**config.mk**
```make
export PLATFORM = sky130hd
export DESIGN_NAME = traffic_seq_flat
export DESIGN_NICKNAME = d
export VERILOG_FILES = /design/src/rtl/traffic_seq_if.sv /design/src/rtl/traffic_seq.sv /design/src/flat_wrapper.sv
export SDC_FILE = /design/constraint.sdc
export NUM_CORES = 1
export LEC_CHECK = 0
export ABC_AREA = 1
export ABC_CLOCK_PERIOD_IN_PS = 1700
export BUFFER_PORTS_ARGS = -buffer_cell sky130_fd_sc_hd__buf_2
export CAP_MARGIN = 25
export CORE_MARGIN = 2
export CORE_UTILIZATION = 30
export CTS_BUF_LIST = sky130_fd_sc_hd__clkbuf_8
export CTS_CLUSTER_DIAMETER = 60
export DETAILED_ROUTE_END_ITERATION = 6
export PLACE_DENSITY = 0.6
export SLEW_MARGIN = 0
export SYNTH_ARGS = -nofsm -noshare
export SYNTH_HDL_FRONTEND = slang
export SYNTH_SLANG_ARGS = --single-unit
```
**constraint.sdc**
```tcl
create_clock -name clk -period 1.7 [get_ports clk]
set_clock_uncertainty 0.2 [all_clocks]
set_input_delay 0.255 -clock clk [delete_from_list [all_inputs] [get_ports clk]]
set_output_delay 0.255 -clock clk [all_outputs]
set_load 0.05 [all_outputs]
```
**src/rtl/traffic_seq_if.sv**
```systemverilog
// traffic_seq_if: signal bundle between the light sequencer and its countdown stage
interface traffic_seq_if;
    logic       tick;
    logic [4:0] next_time;
    logic       stop;
    logic       save;
    logic       red;
    logic       yellow;
    logic       green;
    logic [4:0] rest_time;
    logic       load;
    logic       dis;
    modport master (
        output tick, next_time, stop, save,
        input  red, yellow, green, rest_time, load, dis
    );
    modport slave (
        input  tick, next_time, stop, save,
        output red, yellow, green, rest_time, load, dis
    );
endinterface

```
**src/rtl/traffic_seq.sv**
```systemverilog
// traffic_seq: red/green/yellow phase sequencer with freeze, night flash and countdown reload
module traffic_seq #(
    parameter int RED_T    = 15,
    parameter int GREEN_T  = 20,
    parameter int YELLOW_T = 5
) (
    input logic          clk,
    input logic          rst,
    traffic_seq_if.slave bus_if
);
    typedef enum logic [2:0] {S_INIT, S_RED, S_GREEN, S_YELLOW, S_SAVE} state_t;
    state_t     state_q, state_d;
    logic [4:0] rest_q;
    logic [4:0] load_val;
    logic [1:0] blank_q;
    logic       load_q, flash_q;
    logic       enter, expire;
    // a timed phase is entered on any edge that moves into RED, GREEN or YELLOW
    assign enter    = state_d != state_q && (state_d == S_RED || state_d == S_GREEN || state_d == S_YELLOW);
    // the timer's zero only counts once the blanking window after a load has passed
    assign expire   = !bus_if.stop && blank_q == 2'd0 && bus_if.next_time == 5'd0;
    assign load_val = state_d == S_RED ? 5'(RED_T) : state_d == S_GREEN ? 5'(GREEN_T) : 5'(YELLOW_T);
    // state register
    always_ff @(posedge clk) begin
        state_q <= rst ? S_INIT : state_d;
    end
    // next state: save overrides all, INIT and SAVE exit to RED, timed phases advance on expiry
    always_comb begin
        state_d = state_q;
        if (bus_if.save) begin
            state_d = S_SAVE;
        end else begin
            case (state_q)
                S_INIT, S_SAVE: state_d = S_RED;
                S_RED:          state_d = expire ? S_GREEN : S_RED;
                S_GREEN:        state_d = expire ? S_YELLOW : S_GREEN;
                S_YELLOW:       state_d = expire ? S_RED : S_YELLOW;
                default:        state_d = S_INIT;
            endcase
        end
    end
    // reload value, load pulse, two-cycle blanking window and night flash bit
    always_ff @(posedge clk) begin
        if (rst) begin
            rest_q  <= 5'd0;
            load_q  <= 1'b0;
            blank_q <= 2'd0;
            flash_q <= 1'b0;
        end else begin
            load_q  <= enter;
            blank_q <= enter ? 2'd2 : (blank_q != 2'd0 ? blank_q - 2'd1 : 2'd0);
            rest_q  <= state_d == S_SAVE ? 5'd0 : (enter ? load_val : rest_q);
            flash_q <= state_q == S_SAVE && state_d == S_SAVE && (flash_q ^ bus_if.tick);
        end
    end
    // lamp, reload and display drives from the current phase
    always_comb begin
        bus_if.red       = state_q == S_INIT || state_q == S_RED;
        bus_if.green     = state_q == S_INIT || state_q == S_GREEN;
        bus_if.yellow    = state_q == S_INIT || state_q == S_YELLOW || (state_q == S_SAVE && flash_q);
        bus_if.dis       = state_q == S_INIT || state_q == S_SAVE;
        bus_if.rest_time = rest_q;
        bus_if.load      = load_q;
    end
endmodule

```
**src/flat_wrapper.sv**
```systemverilog
// flat-port wrapper written by rule: the top's interface ports become plain ports
module traffic_seq_flat 
#(
    parameter int RED_T    = 15,
    parameter int GREEN_T  = 20,
    parameter int YELLOW_T = 5
)
  (clk, rst, bus_if_tick, bus_if_next_time, bus_if_stop, bus_if_save, bus_if_red, bus_if_yellow, bus_if_green, bus_if_rest_time, bus_if_load, bus_if_dis);
  traffic_seq_if bus_if_i ();
  input logic clk;
  input logic rst;
  input wire logic [$bits(bus_if_i.tick)-1:0] bus_if_tick;
  input wire logic [$bits(bus_if_i.next_time)-1:0] bus_if_next_time;
  input wire logic [$bits(bus_if_i.stop)-1:0] bus_if_stop;
  input wire logic [$bits(bus_if_i.save)-1:0] bus_if_save;
  output wire logic [$bits(bus_if_i.red)-1:0] bus_if_red;
  output wire logic [$bits(bus_if_i.yellow)-1:0] bus_if_yellow;
  output wire logic [$bits(bus_if_i.green)-1:0] bus_if_green;
  output wire logic [$bits(bus_if_i.rest_time)-1:0] bus_if_rest_time;
  output wire logic [$bits(bus_if_i.load)-1:0] bus_if_load;
  output wire logic [$bits(bus_if_i.dis)-1:0] bus_if_dis;
  assign bus_if_i.tick = bus_if_tick;
  assign bus_if_i.next_time = bus_if_next_time;
  assign bus_if_i.stop = bus_if_stop;
  assign bus_if_i.save = bus_if_save;
  assign bus_if_red = bus_if_i.red;
  assign bus_if_yellow = bus_if_i.yellow;
  assign bus_if_green = bus_if_i.green;
  assign bus_if_rest_time = bus_if_i.rest_time;
  assign bus_if_load = bus_if_i.load;
  assign bus_if_dis = bus_if_i.dis;
  traffic_seq #(.RED_T(RED_T), .GREEN_T(GREEN_T), .YELLOW_T(YELLOW_T)) u_core (.clk(clk), .rst(rst), .bus_if(bus_if_i));
endmodule
```
Yosys cells after proc, flatten, opt, wreduce, memory -nomap -nowiden
Index checks and enable logic that the tools add are counted.
Word-level totals
  flip-flop bits (word level): 12
  bits of input ports: 10
  logic and storage cells: 48
Operators by class
  add/subtract/negate cells: 1
  eq/ne operators: 9
  muxes and demuxes: 9
  bitwise operators: 2
  reduce and logical (&&, ||, !) cells: 21
Operators with widths (number)
  3-bit by 2-bit equality test with 1-bit output (second input constant): 4
  3-bit one-hot mux with 4 select lines: 1
  5-bit 2-to-1 mux: 2
  2-bit 2-to-1 mux: 4
  1-bit logical OR: 7
  3-bit by 1-bit equality test with 1-bit output (second input constant): 2
  3-bit equality test (second input constant): 2
  1-bit logical AND: 6
  5-bit zero test: 1
  2-bit OR reduction: 2
  3-bit zero test: 1
  3-bit 2-to-1 mux: 1
  3-bit != test: 1
  3-bit OR reduction: 1
  2-bit zero test: 1
  2-bit nonzero test: 1
  2-bit by 1-bit subtractor with 2-bit output (second input constant): 1
  1-bit zero test: 1
  1-bit 2-to-1 mux: 1
  1-bit inverter: 1
  1-bit XOR: 1

Depth between registers and ports, before layout
Gate-level depths: netlist of run 1.
  depth after elaboration: 11
  depth in mapped cells: 11
  gate-level depth less buffers: 11

Worst setup path after synthesis of run 1
Ideal clock, no wire load.
  kind: register to output
  start: register u_core.state_q[1]
  end: output port bus_if_yellow
  arrival: 1868 ps
  data required time: 1245 ps
  setup slack: -623 ps
  cell stages (with the launch flop): 4
  buffers on the path: 0
  cells stage by stage: dfxtp_1 nor2_1 o21ai_0 o21ai_0
Between the ends
  word-level cells in the longest chain between the ends: 3
  elaborated cells on any way between the ends: 6
RTL lines
  from (decl): line traffic_seq.sv:12  | state_t state_q, state_d;
  from (signal assigned): line traffic_seq.sv:25  | state_q <= rst ? S_INIT : state_d;
  3-bit by 2-bit equality test with 1-bit output (tied with other cells): line traffic_seq.sv:60  | bus_if.yellow = state_q == S_INIT || state_q == S_YELLOW || (state_q == S_SAVE && flash_q);
  1-bit logical OR / 1-bit logical AND (equally long branches): line traffic_seq.sv:60
  1-bit logical OR (*): line traffic_seq.sv:60
  to (decl): line flat_wrapper.sv:17  | output wire logic [$bits(bus_if_i.yellow)-1:0] bus_if_yellow;
Every way passes the cells marked *; elsewhere a longest branch is shown, timed or not.

Final worst setup path of run 1
Same ends and word-level chain as after synthesis.

==> results.toml, run 1 <==
[status]
status = "finished, final reports clean"

[floorplan]
core-area_um2 = 1920
die_area_um2 = 2350
die_w_um = 48.5
rows = 16
fp.dieH_um = 48.5
initial_core_util = 0.309
pin_count = 20

[global_route]
grt_max_degree = 7
grt_overflow_total = 0
antenna_found_initial = 0
grt_pass1_wl_um = 2270
first_global_vias = 548
grt.total_usage = 0.125

[routing]
wl_per_cell_um = 11.2
vias_per_cell = 4.63
finalWirelength_um = 1540
met2_length_um = 742
drtPass1Iterations = 4
drc = 0
wl_met3_um = 93
vias = 634
drt-initial-drc-count = 16
top_layer = "met4"
drtAntennaViolNets = 0
met1Wirelength_um = 676

[setup_path]
endpoint = "bus_if_yellow"
crit-reg2reg-launch = "u_core.state_q[1]"
r2r_end = "u_core.blank_q[0]"
cp-startpoint = "u_core.state_q[1]"
reg2reg_slack_ns = 0.04
path_class = "flop to output pin"
worst_setup_path_start_kind = "flop"
worstPathMaxFanout = 4
end_kind = "output pin"
worst_ep_arrival_time_ns = 1.21
cp.required_ns = 1.24
worst-r2r-cell-count = 10

[power]
finalPower_uw = 712
peakVddDrop_mv = 0.424
power.density_nw_per_um2 = 754
power_leakage_uw = 0.000436

[place]
port_buffers = 19
gp_congestion = 0.813
dpl.hpwl_um = 1040

[timing]
rsz0062_at_grt = "true"
hold_viol = 0
slew_viol_final = 0
fin_setup_tns_ns = 0
finalSetupViolCount = 0
max_freq_mhz = 602
worst_slew_pin_slew_ns = 0.424
slew-limit-headroom = 0.716
min_period_ns = 1.66
period_share = 0.978

[logic_synthesis]
ys_ff_latch = 11
yosysSeqAreaShare = 0.371
async_flop_share = 0
ys.flop_type = "dfxtp_1"
yosysWarnings = 0
synth_edf_count = 0
mappedNetlistArea_um2 = 593
syn_nets = 93
synthTopCellsByCount = "nand2_1, nor2_1, dfxtp_1"
synth_top_area_frac = 0.371
syn_inst = 83
avgSynthCellArea_um2 = 7.15
ys_types = 22
yosys.area.top_type = "dfxtp_1"
synth.area.top_cells = "dfxtp_1, nand2_1, nor2_1"

[clock_network]
cts_buffers = 3
tritoncts = "done"
clock_path_buffers = 2
path_clk_slew_ns = 0.05
holdBufCountCts = 0
cts-root-buf = "clkbuf_8"
cts_max_level = 1
insertion_delay_ns = 0.24
cts.sinks = 11

[layout]
regArea_um2 = 228
drive_gt1_frac = 0.564
multi_input_area_um2 = 443
areaGrowthSynthToFinish_pct = 59.3
nets = 121
n_antenna_cell = 0
fillers = 203

[run]
drv_cap = 0

[worst_hold_path]
hold_class = "input pin to flop"
## state kept, by name, summed over array words and instances, names as in the netlist
register	count
u_core.bus_if.load	1
u_core.bus_if.rest_time	4
u_core.flash_q	1
u_core.state_q	3
u_core.blank_q	2
## worst min path at each step
stage / start / endpoint / slack (ns) / cells past startpoint
finish: bus_if_tick / u_core.flash_q / 0.03 / 2
CTS: bus_if_tick / u_core.flash_q / 0.03 / 2
global route: bus_if_tick / u_core.flash_q / 0.06 / 2
global placement: u_core.blank_q[0] / u_core.blank_q[0] / 0.24 / 1
floorplan: rst / u_core.blank_q[1] / 0.12 / 1
detailed placement: u_core.blank_q[0] / u_core.blank_q[0] / 0.25 / 1
## stage by stage
stage	cell area, um2	std cells	utilization	setup slack [ns]	hold slack [ns]
6_report	945	137	0.492	0.0376	0.0309
3_5_place_dp	737	129	0.383	-0.107	0.250
3_3_place_gp	737	129	0.383	-0.0335	0.237
5_1_grt	945	137	0.492	-0.0715	0.0641
4_1_cts	793	133	0.413	0.00487	0.0257
2_1_floorplan	608	83	-	0.0301	0.124
## worst max-delay path, cell delays in order, from the launching register on
cell and delay [ns]:
dfxtp_4 0.36, buf_4 0.16, nor2_4 0.13, o21ai_2 0.08
o21ai_2 0.07, buf_6 0.17
## logic make-up after synthesis
kind of cell,after synthesis,synth area share
compound gates,17,0.188
buf+inv,12,0.0823
flops,11,0.371
simple gates,43,0.359
## routing by layer
metal	vias to the layer above	track usage
met5	-	0
met4	0	0.0714
met1	290	0.157
met2	18	0.192
met3	4	0.0340
li1	322	-
## power breakdown
| part | switching [uW] | total (uW) | internal (uW) |
|---|---|---|---|
| sequential | 10.0 | 279 | 268 |
| combinational | 118 | 178 | 59.5 |
| clock | 97.6 | 256 | 158 |
## final cells by class
| type | instances | area share |
|---|---|---|
| Multi-Input combinational cell | 60 | 0.469 |
| Sequential cell | 11 | 0.241 |
| Timing Repair Buffer | 24 | 0.160 |
| Inverter | 11 | 0.0464 |
| Clock buffer | 3 | 0.0437 |
| Tap cell | 27 | 0.0358 |
| Clock inverter | 1 | 0.00397 |
## layout by cell type (no fill, tap or decap), types with 2 or more instances in the layout
cell      count
nand2_1       9
a21oi_1       3
dfxtp_1       7
clkbuf_8      3
dfxtp_2       3
inv_2         2
nand3_1       2
buf_4         5
nor2_4        4
o21ai_4       3
inv_1         9
nor2_1       12
o21ai_2       3
nand2_2       6
buf_2        16
nand2_4       6
nand3_2       2
buf_6         3
## what timing repair did
action                     CTS  global route
pin swaps                    0            14
resized for setup            5            31
setup endpoints to repair    3            10
buffers inserted             0             4
gates cloned                 0             0
No activity file was read; power rests on OpenSTA's default activity.
==> run 2: changes to the inputs <==
- PLACE_DENSITY: 0.6 -> 0.49
==> run 2 against run 1 <==
Via count shrank 5.8%. Sequential power is essentially flat. Maximum frequency grew 0.52%. Critical path depth grew 6. Die area is the same. Critical path type is now flop to flop. Clock power grew 4%. Sequential share of layout area grew 2.6 points. Highest routed layer unchanged. Combinational power shrank 15%. Global-route usage shrank 0.66 points.
==> results.toml, run 2 (synthesized netlist as in run 1, its figures left out) <==
[status]
status = "finished, final reports clean"

[worst_hold_path]
worstHoldPathCells = 2
hold_class = "input pin to flop"

[clock_network]
cts_buffers = 3
holdBufCountCts = 0
insertion_delay_ns = 0.24
path_clk_slew_ns = 0.05
tritoncts = "done"
clock_path_buffers = 2
cts.sinks = 11
cts_max_level = 1
cts-root-buf = "clkbuf_8"

[global_route]
first_global_vias = 535
grt_max_degree = 8
grt.total_usage = 0.118
grt_pass1_wl_um = 2190
grt_overflow_total = 0
antenna_found_initial = 0

[timing]
rsz0062_at_grt = "true"
slew-limit-headroom = 0.750
timing.hold.ws_ns = 0.0272
min_period_ns = 1.65
finalSetupViolCount = 0
slew_viol_final = 0
fin_ws_ns = 0.0461
max_freq_mhz = 605
hold_viol = 0
period_share = 0.973
worst_slew_pin_slew_ns = 0.374

[setup_path]
critPathSlowestCell = "dfxtp_2"
worst_ep_arrival_time_ns = 1.63
worst_setup_path_start_kind = "flop"
reg2reg_slack_ns = 0.05
endpoint = "u_core.blank_q[0]"
crit-reg2reg-launch = "u_core.blank_q[0]"
cp_slowest_stage_delay_ns = 0.33
cp-startpoint = "u_core.blank_q[0]"
worst-r2r-cell-count = 11
end_kind = "flop"
worstPathMaxFanout = 4
crit_top_cell = "nand2_1"
crit_path_cell_trace = "nor2_4, nand2_4, nor2_4, nand2_1, nand3_2, nand2_1, nand2_2, nand2_4, o21ai_4, nand2_1, nor2_1"
cp.required_ns = 1.67
path_class = "flop to flop"
r2r_end = "u_core.blank_q[0]"

[place]
pre_cts_slack_ns = -0.0215
dp_cells = 130
gp_congestion = 0.734
dpl.hpwl_um = 1050
port_buffers = 19
dpl_cell_area_um2 = 744

[floorplan]
initial_core_util = 0.309
fp.dieH_um = 48.5
die_area_um2 = 2350
rows = 16
pin_count = 20
die_w_um = 48.5
core-area_um2 = 1920

[layout]
final_common_cell = "buf_2"
drive_gt1_frac = 0.500
areaGrowthSynthToFinish_pct = 42.4
n_antenna_cell = 0
multi_input_area_um2 = 375
utilization = 0.439
final_cell_mix = "buf_2, nor2_1, nand2_1, inv_1, dfxtp_1"
largest_reg_flops = 4
regArea_um2 = 225
fillers = 205
nets = 119
final_area_um2 = 845
stdcell_count = 135

[run]
drv_cap = 0

[routing]
drt-initial-drc-count = 6
vias_per_cell = 4.42
wl_per_cell_um = 9.77
vias = 597
drtPass1Iterations = 4
finalWirelength_um = 1320
drtAntennaViolNets = 0
drc = 0

[power]
power.density_nw_per_um2 = 825
peakVddDrop_mv = 0.596
power_leakage_uw = 0.000401
## run 2: changes by cell type in the layout (fill, tap and decap cells not counted), sizes merged
cell,previous run,this run
buf,24,22
clkinv,0,1
inv,12,11
## run 2: what timing repair did
action,in CTS,in global routing
setup endpoints to repair,3,9
setup buffers,0,1
pin swaps,0,10
gates resized for setup,3,12
## run 2: per-stage QoR
stage	TNS, ns	total power [uW]
floorplan	0	388
global placement	-0.00459	423
detailed placement	-0.0328	424
CTS	0	697
global route	-0.265	735
finish	0	697
## run 2: worst min path at each step
stage,slack [ns],startpoint,end
2_1_floorplan,0.12,rst,u_core.blank_q[1]
3_3_place_gp,0.25,u_core.bus_if.rest_time[4],u_core.bus_if.rest_time[4]
3_5_place_dp,0.25,u_core.blank_q[0],u_core.blank_q[0]
4_1_cts,0.03,bus_if_tick,u_core.flash_q
5_1_grt,0.03,bus_if_tick,u_core.flash_q
6_report,0.03,bus_if_tick,u_core.flash_q
## run 2: worst max-delay path: cells and delay by family (launching register included)
kind             cells  cell delay (ns)
AO/OA/AOI/OAI        1             0.18
flip-flops           1             0.33
AND/OR/NAND/NOR     10             0.88
## run 2: layer usage
metal	track usage	wire length, um
met2	0.199	605
met5	0	0
met3	0.0370	62
met1	0.141	628
met4	0.0429	23
## run 2: layout make-up
class	count	area share
clock inverter	1	0.00593
timing repair buffer	22	0.145
sequential	11	0.267
multi-input combinational	60	0.444
inverter	11	0.0489
clock buffer	3	0.0489
tap	27	0.0400
## run 2: power by group
| group | internal (uW) | switching, uW |
|---|---|---|
| Sequential | 270 | 9.77 |
| Clock | 161 | 104 |
| Combinational | 45.6 | 106 |
